**src/rtl/fib_uart_reporter.sv**
```systemverilog
// Reports each Fibonacci result as unsigned ASCII decimal plus CR LF on an 8N1 UART line.
// Conversion uses double dabble, one bit per cycle, and then frames are sent back-to-back.
module fib_uart_reporter #(
  parameter int CLKS_PER_BIT = 87
) (
  input  logic       clk,
  input  logic       rst,
  input  logic       result_valid,
  input  logic [7:0] result,
  output logic       ready,
  output logic       tx,
  output logic       dropped
);

  // Handshake: a result is taken at a rising edge when result_valid && ready.
  // A result_valid while ready is low is discarded and sets the sticky dropped flag.
  typedef enum logic [1:0] {
    IDLE    = 2'd0,
    CONVERT = 2'd1,
    SEND    = 2'd2
  } state_t;

  localparam logic [9:0] BAUD_MAX = 10'(CLKS_PER_BIT - 1);

  state_t      state;
  logic [9:0]  baud_cnt;
  logic [3:0]  bit_idx;
  logic [2:0]  char_idx;
  logic [2:0]  conv_cnt;
  logic        last_frame;
  logic [19:0] dd;

  logic [19:0] dd_adj;
  logic [19:0] dd_next;
  logic [2:0]  first_idx;
  logic [7:0]  cur_char;
  logic        frame_bit;

  // dd = {hundreds, tens, ones, binary}; hundreds never reaches 5 for 8-bit input.
  always_comb begin
    dd_adj = dd;
    if (dd_adj[11:8] >= 4'd5)  dd_adj[11:8]  = dd_adj[11:8] + 4'd3;
    if (dd_adj[15:12] >= 4'd5) dd_adj[15:12] = dd_adj[15:12] + 4'd3;
    dd_next = {dd_adj[18:0], 1'b0};
  end

  // Character slots 0..4 are hundreds, tens, ones, CR, LF; leading zeros skip slots.
  always_comb begin
    first_idx = 3'd2;
    if (dd_next[19:16] != 4'd0)      first_idx = 3'd0;
    else if (dd_next[15:12] != 4'd0) first_idx = 3'd1;
  end

  always_comb begin
    cur_char = 8'h0A;
    case (char_idx)
      3'd0:    cur_char = {4'h3, dd[19:16]};
      3'd1:    cur_char = {4'h3, dd[15:12]};
      3'd2:    cur_char = {4'h3, dd[11:8]};
      3'd3:    cur_char = 8'h0D;
      default: cur_char = 8'h0A;
    endcase
  end

  always_comb begin
    frame_bit = 1'b1;
    if (bit_idx == 4'd0)
      frame_bit = 1'b0;
    else if (bit_idx <= 4'd8)
      frame_bit = cur_char[bit_idx[2:0] - 3'd1];
  end

  always_ff @(posedge clk) begin
    if (rst) begin
      state      <= IDLE;
      ready      <= 1'b1;
      tx         <= 1'b1;
      dropped    <= 1'b0;
      baud_cnt   <= '0;
      bit_idx    <= '0;
      char_idx   <= '0;
      conv_cnt   <= '0;
      last_frame <= 1'b0;
      dd         <= '0;
    end else begin
      if (result_valid && !ready)
        dropped <= 1'b1;

      case (state)
        IDLE: begin
          if (result_valid) begin
            dd       <= {12'd0, result};
            conv_cnt <= '0;
            ready    <= 1'b0;
            state    <= CONVERT;
          end
        end

        CONVERT: begin
          dd       <= dd_next;
          conv_cnt <= conv_cnt + 3'd1;
          if (conv_cnt == 3'd7) begin
            conv_cnt <= '0;
            char_idx <= first_idx;
            bit_idx  <= '0;
            // Preloading the wrap value makes the next edge drive the start bit.
            baud_cnt <= BAUD_MAX;
            state    <= SEND;
          end
        end

        SEND: begin
          if (baud_cnt == BAUD_MAX) begin
            baud_cnt <= '0;
            if (last_frame) begin
              last_frame <= 1'b0;
              bit_idx    <= '0;
              char_idx   <= '0;
              tx         <= 1'b1;
              ready      <= 1'b1;
              state      <= IDLE;
            end else begin
              tx <= frame_bit;
              if (bit_idx == 4'd9) begin
                bit_idx <= '0;
                if (char_idx == 3'd4)
                  last_frame <= 1'b1;
                else
                  char_idx <= char_idx + 3'd1;
              end else begin
                bit_idx <= bit_idx + 4'd1;
              end
            end
          end else begin
            baud_cnt <= baud_cnt + 10'd1;
          end
        end

        default: state <= IDLE;
      endcase
    end
  end

endmodule
```
**config.mk**
```make
export PLATFORM = sky130hd
export DESIGN_NAME = fib_uart_reporter
export DESIGN_NICKNAME = d
export VERILOG_FILES = /design/src/rtl/fib_uart_reporter.sv
export SDC_FILE = /design/constraint.sdc
export NUM_CORES = 1
export LEC_CHECK = 0
export ABC_AREA = 0
export BUFFER_PORTS_ARGS = -buffer_cell sky130_fd_sc_hd__buf_2
export CAP_MARGIN = 0
export CORE_UTILIZATION = 60
export CTS_CLUSTER_DIAMETER = 60
export DETAILED_ROUTE_END_ITERATION = 16
export GPL_TIMING_DRIVEN = 0
export PLACE_DENSITY = 0.78
export SYNTH_ARGS = -nofsm -noshare
export SYNTH_HDL_FRONTEND = slang
export SYNTH_SLANG_ARGS = --single-unit
```
**constraint.sdc**
```tcl
create_clock -name clk -period 3.55 [get_ports clk]
set_input_delay 0.1775 -clock clk [delete_from_list [all_inputs] [get_ports clk]]
set_output_delay 0.1775 -clock clk [all_outputs]
set_load 0.05 [all_outputs]
```
Word-level counts from Yosys, hierarchy flattened:

Index checks and enable logic that the tools add are counted.

* magnitude comparators: 4
* eq/ne operators: 15
* mux-type cells: 41
* reduce and logical (&&, ||, !) cells: 17
* add/subtract/negate cells: 7

Operators by type and width (count)
* $pmux 20 s2: 1
* $mux 4: 6
* $pmux 6 s4: 1
* $mux 3: 7
* $mux 10: 2
* $mux 20: 1
* $pmux 10 s2: 1
* $mux 2: 6
* $pmux 3 s2: 2
* $add 10x1->10 const B: 1
* $eq 10x7->1 const B: 1
* $mux 1: 10
* $add 4x2->4 const B: 2
* $ge 4x3->1 const B: 2
* $ne 2x2->1 const B: 4
* $pmux 4 s2: 1
* $reduce_and 4->1: 2
* $reduce_bool 4->1: 2
* $add 3x1->3 const B: 2
* $eq 3x2->1 const B: 2
* $eq 3x3->1 const B: 2
* $ne 3x3->1 const B: 2
* $pmux 2 s3: 1
* $reduce_and 2->1: 3
* other kinds (18): 20

* word-level logic and storage cells: 94
* output and inout port bits: 3
* bits of input ports: 11
* flip-flop bits (word level): 46

Logic depth before layout (Yosys ltp):

* word-level depth: 7
* depth in mapped cells: 8
* depth with buffers taken out: 7

Worst setup path after synthesis:

No wires, ideal clock.

* path type: reg-to-reg
* start point: register baud_cnt[0]
* end point: register char_idx[0]
* buffers on the path: 1
* arrival: 2.048 ns
* cell stages (with the launch flop): 9
* required time: 3.462 ns
* slack: 1.414 ns
* library setup time: 0.088 ns
* clock period less this slack: 2.136 ns
* cells stage by stage: dfxtp_1 > inv_1 > ha_1 > or4b_4 > or4_4 > buf_6 > o21ai_4 > nor2_1 > a311oi_2

* word-level cells in the longest chain between the ends: 3

Ends and longest elaborated chain
* from (decl): line 26 `logic [9:0] baud_cnt;`
* from (signal assigned): line 135 `baud_cnt <= baud_cnt + 10'd1;`
* $eq 10x7->1: line 113 `if (baud_cnt == BAUD_MAX) begin`
* $ne 2x2->1 (no source line)
* $reduce_and 5->1 (no source line)
* to (signal assigned): line 104 `char_idx <= first_idx;`
* to (signal assigned): line 129 `char_idx <= char_idx + 3'd1;`
* to (decl): line 28 `logic [2:0] char_idx;`

Every way passes these cells.
A chain may end at the register's enable or synchronous reset.

Worst setup path after layout:

* start point: register baud_cnt[0]
* end point: register tx

* word-level cells in the longest chain between the ends: 2

Ends and longest elaborated chain
* $eq 10x7->1: line 113
* $reduce_and 2->1 (no source line)
* to (signal assigned): line 123 `tx <= frame_bit;`
* to (decl): line 11 `output logic tx,`

Every way passes these cells.

==> flow_metrics.env <==
export IMPL_ys_warn_count=0
export IMPL_r2r_end="tx"
export IMPL_outcome="complete, no violations"
export IMPL_fin_skew_ns=0.0118
export IMPL_place_ws_ns=1.15
export IMPL_top_layer_used="met4"
export IMPL_design_core_area_mm2=0.00406
export IMPL_clkLatencyLatePin_ns=0.30
export IMPL_gp_congestion=0.851
export IMPL_drt_wl_total_um=5660
export IMPL_fin_cells=386
export IMPL_ir_drop_v=0.000303
export IMPL_ctsResizeCount=0
export IMPL_postLayoutSetupSlackWorst_ns=1.13
export IMPL_die_x_um=67.7
export IMPL_cts_root_buf="clkbuf_8"
export IMPL_setup_viol=0
export IMPL_num_rows=23
export IMPL_start_kind="flip-flop"
export IMPL_drive_above_1_share_pct=8.93
export IMPL_max_slew_worst_pin_slew_ns=0.804
export IMPL_slew_violations=0
export IMPL_clk_pin_slew_ns=0.09
export IMPL_drc=0
export IMPL_die_height_um=67.7
export IMPL_fin_util_pct=69.4
export IMPL_ios=14
export IMPL_endpoint="tx"
export IMPL_power_density_mw_per_mm2=351
export IMPL_cts_hold_buf=0
export IMPL_ys_flop_type="dfxtp_1"
export IMPL_timing_fmax_mhz=414
export IMPL_yosysMostFrequentCell="dfxtp_1"
export IMPL_via_per_inst=6.04
export IMPL_rsz0062_at_grt="no"
export IMPL_drt_pass1_iter_count=5
export IMPL_critPathRequiredTime_ns=3.75
export IMPL_synthArstFlopShare_pct=0
export IMPL_grt_pass1_vias=2091
export IMPL_synth_seq_cells=46
export IMPL_hold_worst_slack_ns=0.137
export IMPL_post_cts_buffers=0
export IMPL_hp_class="in -> reg"
export IMPL_rrSetupSlack_ns=1.13
export IMPL_cap_violations=0
export IMPL_cts_tree="yes"
export IMPL_dp_hpwl_um=4040
export IMPL_vias=2333
export IMPL_cts_buffers=5
export IMPL_period_minus_slack_ns=2.42
export IMPL_ant_nets=0
export IMPL_synth_common_cells="dfxtp_1 (46), nor2_1 (42), nand2_1 (29), a21oi_1 (25), ha_1 (18)"
export IMPL_synth_edff_count=0
export IMPL_grt_pass1_wl_um=9470
export IMPL_wl_met3_um=175
export IMPL_synth_largest_area_cell="dfxtp_1"
export IMPL_crit_start="baud_cnt[0]"
export IMPL_post_route_cell_area_mm2=0.00282
export IMPL_synth_top_area_share_pct=35.6
export IMPL_drt_iter0_drc=149
export IMPL_cts_sinks=46
export IMPL_holdCritStartpoint="result[5]"
export IMPL_overflow=0
export IMPL_total_power_mw=0.988
export IMPL_grt_max_degree=14
export IMPL_synth_distinct_cells=49
export IMPL_met2_length_um=2580
export IMPL_period_share_pct=68.1
export IMPL_antenna_found_initial=0
export IMPL_hold_viol=0
export IMPL_syn_avg_cell_area_um2=8.19
export IMPL_synthesis_instances=316
export IMPL_r2r_cells=7
export IMPL_dieArea_mm2=0.00458
export IMPL_ys_seq_area_share_pct=35.6
export IMPL_critical_path_peak_fanout=8
export IMPL_post_drt_wl_per_cell_um=14.7
export IMPL_cts_max_level=2
export IMPL_reg2reg_from="baud_cnt[0]"
export IMPL_p_leak_nw=1.05
export IMPL_endpoint_kind="flip-flop"
export IMPL_nNetsFinal=364
export IMPL_area_growth_pct=8.84
export IMPL_relSlewSlack_pct=46.0
export IMPL_initial_utilization_pct=63.8
export IMPL_synth_nets=345
export IMPL_crit_type="reg -> reg"
export IMPL_grt_usage_pct=27.2
export IMPL_synthesis_area_mm2=0.00259
export IMPL_cts_buffer_depth=2
export IMPL_m1WireLength_um=2810
export IMPL_place_area_mm2=0.00271
export IMPL_io_buffers=12
export IMPL_worstPathArrival_ns=2.62
export IMPL_synthTopCellsByArea="dfxtp_1 (36%), ha_1 (8.7%), nor2_1 (6.1%), a21oi_1 (4.8%), nand2_1 (4.2%)"
export IMPL_fin_tns_setup_ns=0
export IMPL_n_antenna_cell=0
export IMPL_dpl_cell_count=378
cells by family after synthesis:
kind of cell               Yosys count  synth area share (%)
and+or+nand+nor                    125                  24.0
muxes                                4                  1.55
xor gates and xnor gates             9                  3.04
adders and majority gates           18                  8.70
buffers and inverters               29                  4.49
AOI/OAI and AO/OA                   85                  22.6
DFF                                 46                  35.6
layer usage:
layer  track usage (%)  vias up
li1                  -     1181
met1              36.9     1090
met2              43.3       53
met3              3.72        9
met4              10.1        0
met5                 0        -
final cells by class:
class | count | area [µm²]
sequential | 46 | 921
buffer | 17 | 71.3
timing repair buffer | 12 | 60.1
fill | 344 | 1240
inverter | 12 | 45.0
clock inverter | 1 | 30.0
multi-input combinational | 241 | 1550
clock buffer | 7 | 76.3
tap | 50 | 62.6
sequential cells by signal, summed over array words and instances (netlist names):
register and flops:
char_idx 3, conv_cnt 3, state 2, last_frame 1, dd 20, dropped 1, tx 1, baud_cnt 10
ready 1, bit_idx 4
worst max-delay path, stage by stage, from the launching register on:
cell and delay, ns:
dfxtp_1 0.35, inv_1 0.08, ha_1 0.15, or4b_4 0.48
nor3_1 0.67, nand3_1 0.22, and4b_1 0.32, a211oi_1 0.05
where the power goes:
part	internal (mW)	switching (mW)	total (mW)
sequential	0.527	0.00683	0.534
combinational	0.0239	0.0467	0.0706
clock	0.211	0.172	0.383
placed cells by master, fill, tap and decap left out, types with 3 or more instances in the layout:
cell type  synthesis  routed
a211oi_1           7       7
a21oi_1           25      25
a22oi_1           11      11
a311oi_1           8       8
buf_2              0      12
clkbuf_1          16      18
clkbuf_8           0       5
dfxtp_1           46      46
ha_1              18      18
inv_1             12      12
mux2i_1            4       4
nand2_1           29      29
nand2b_1           8       8
nand3_1            9       9
nand4_1            3       3
nor2_1            42      42
nor3_1            10      10
o21ai_0           14      14
o31ai_1            3       3
xnor2_1            5       5
xor2_1             4       4
how the worst min path moves through the flow:
stage	to	cells after the start
2_1_floorplan	dropped	2
3_5_place_dp	dd[1]	3
4_1_cts	dd[1]	3
5_1_grt	dd[5]	3
6_report	dd[5]	3
3_3_place_gp	dropped	2
Note: power is estimated with default switching activity, not from simulation.
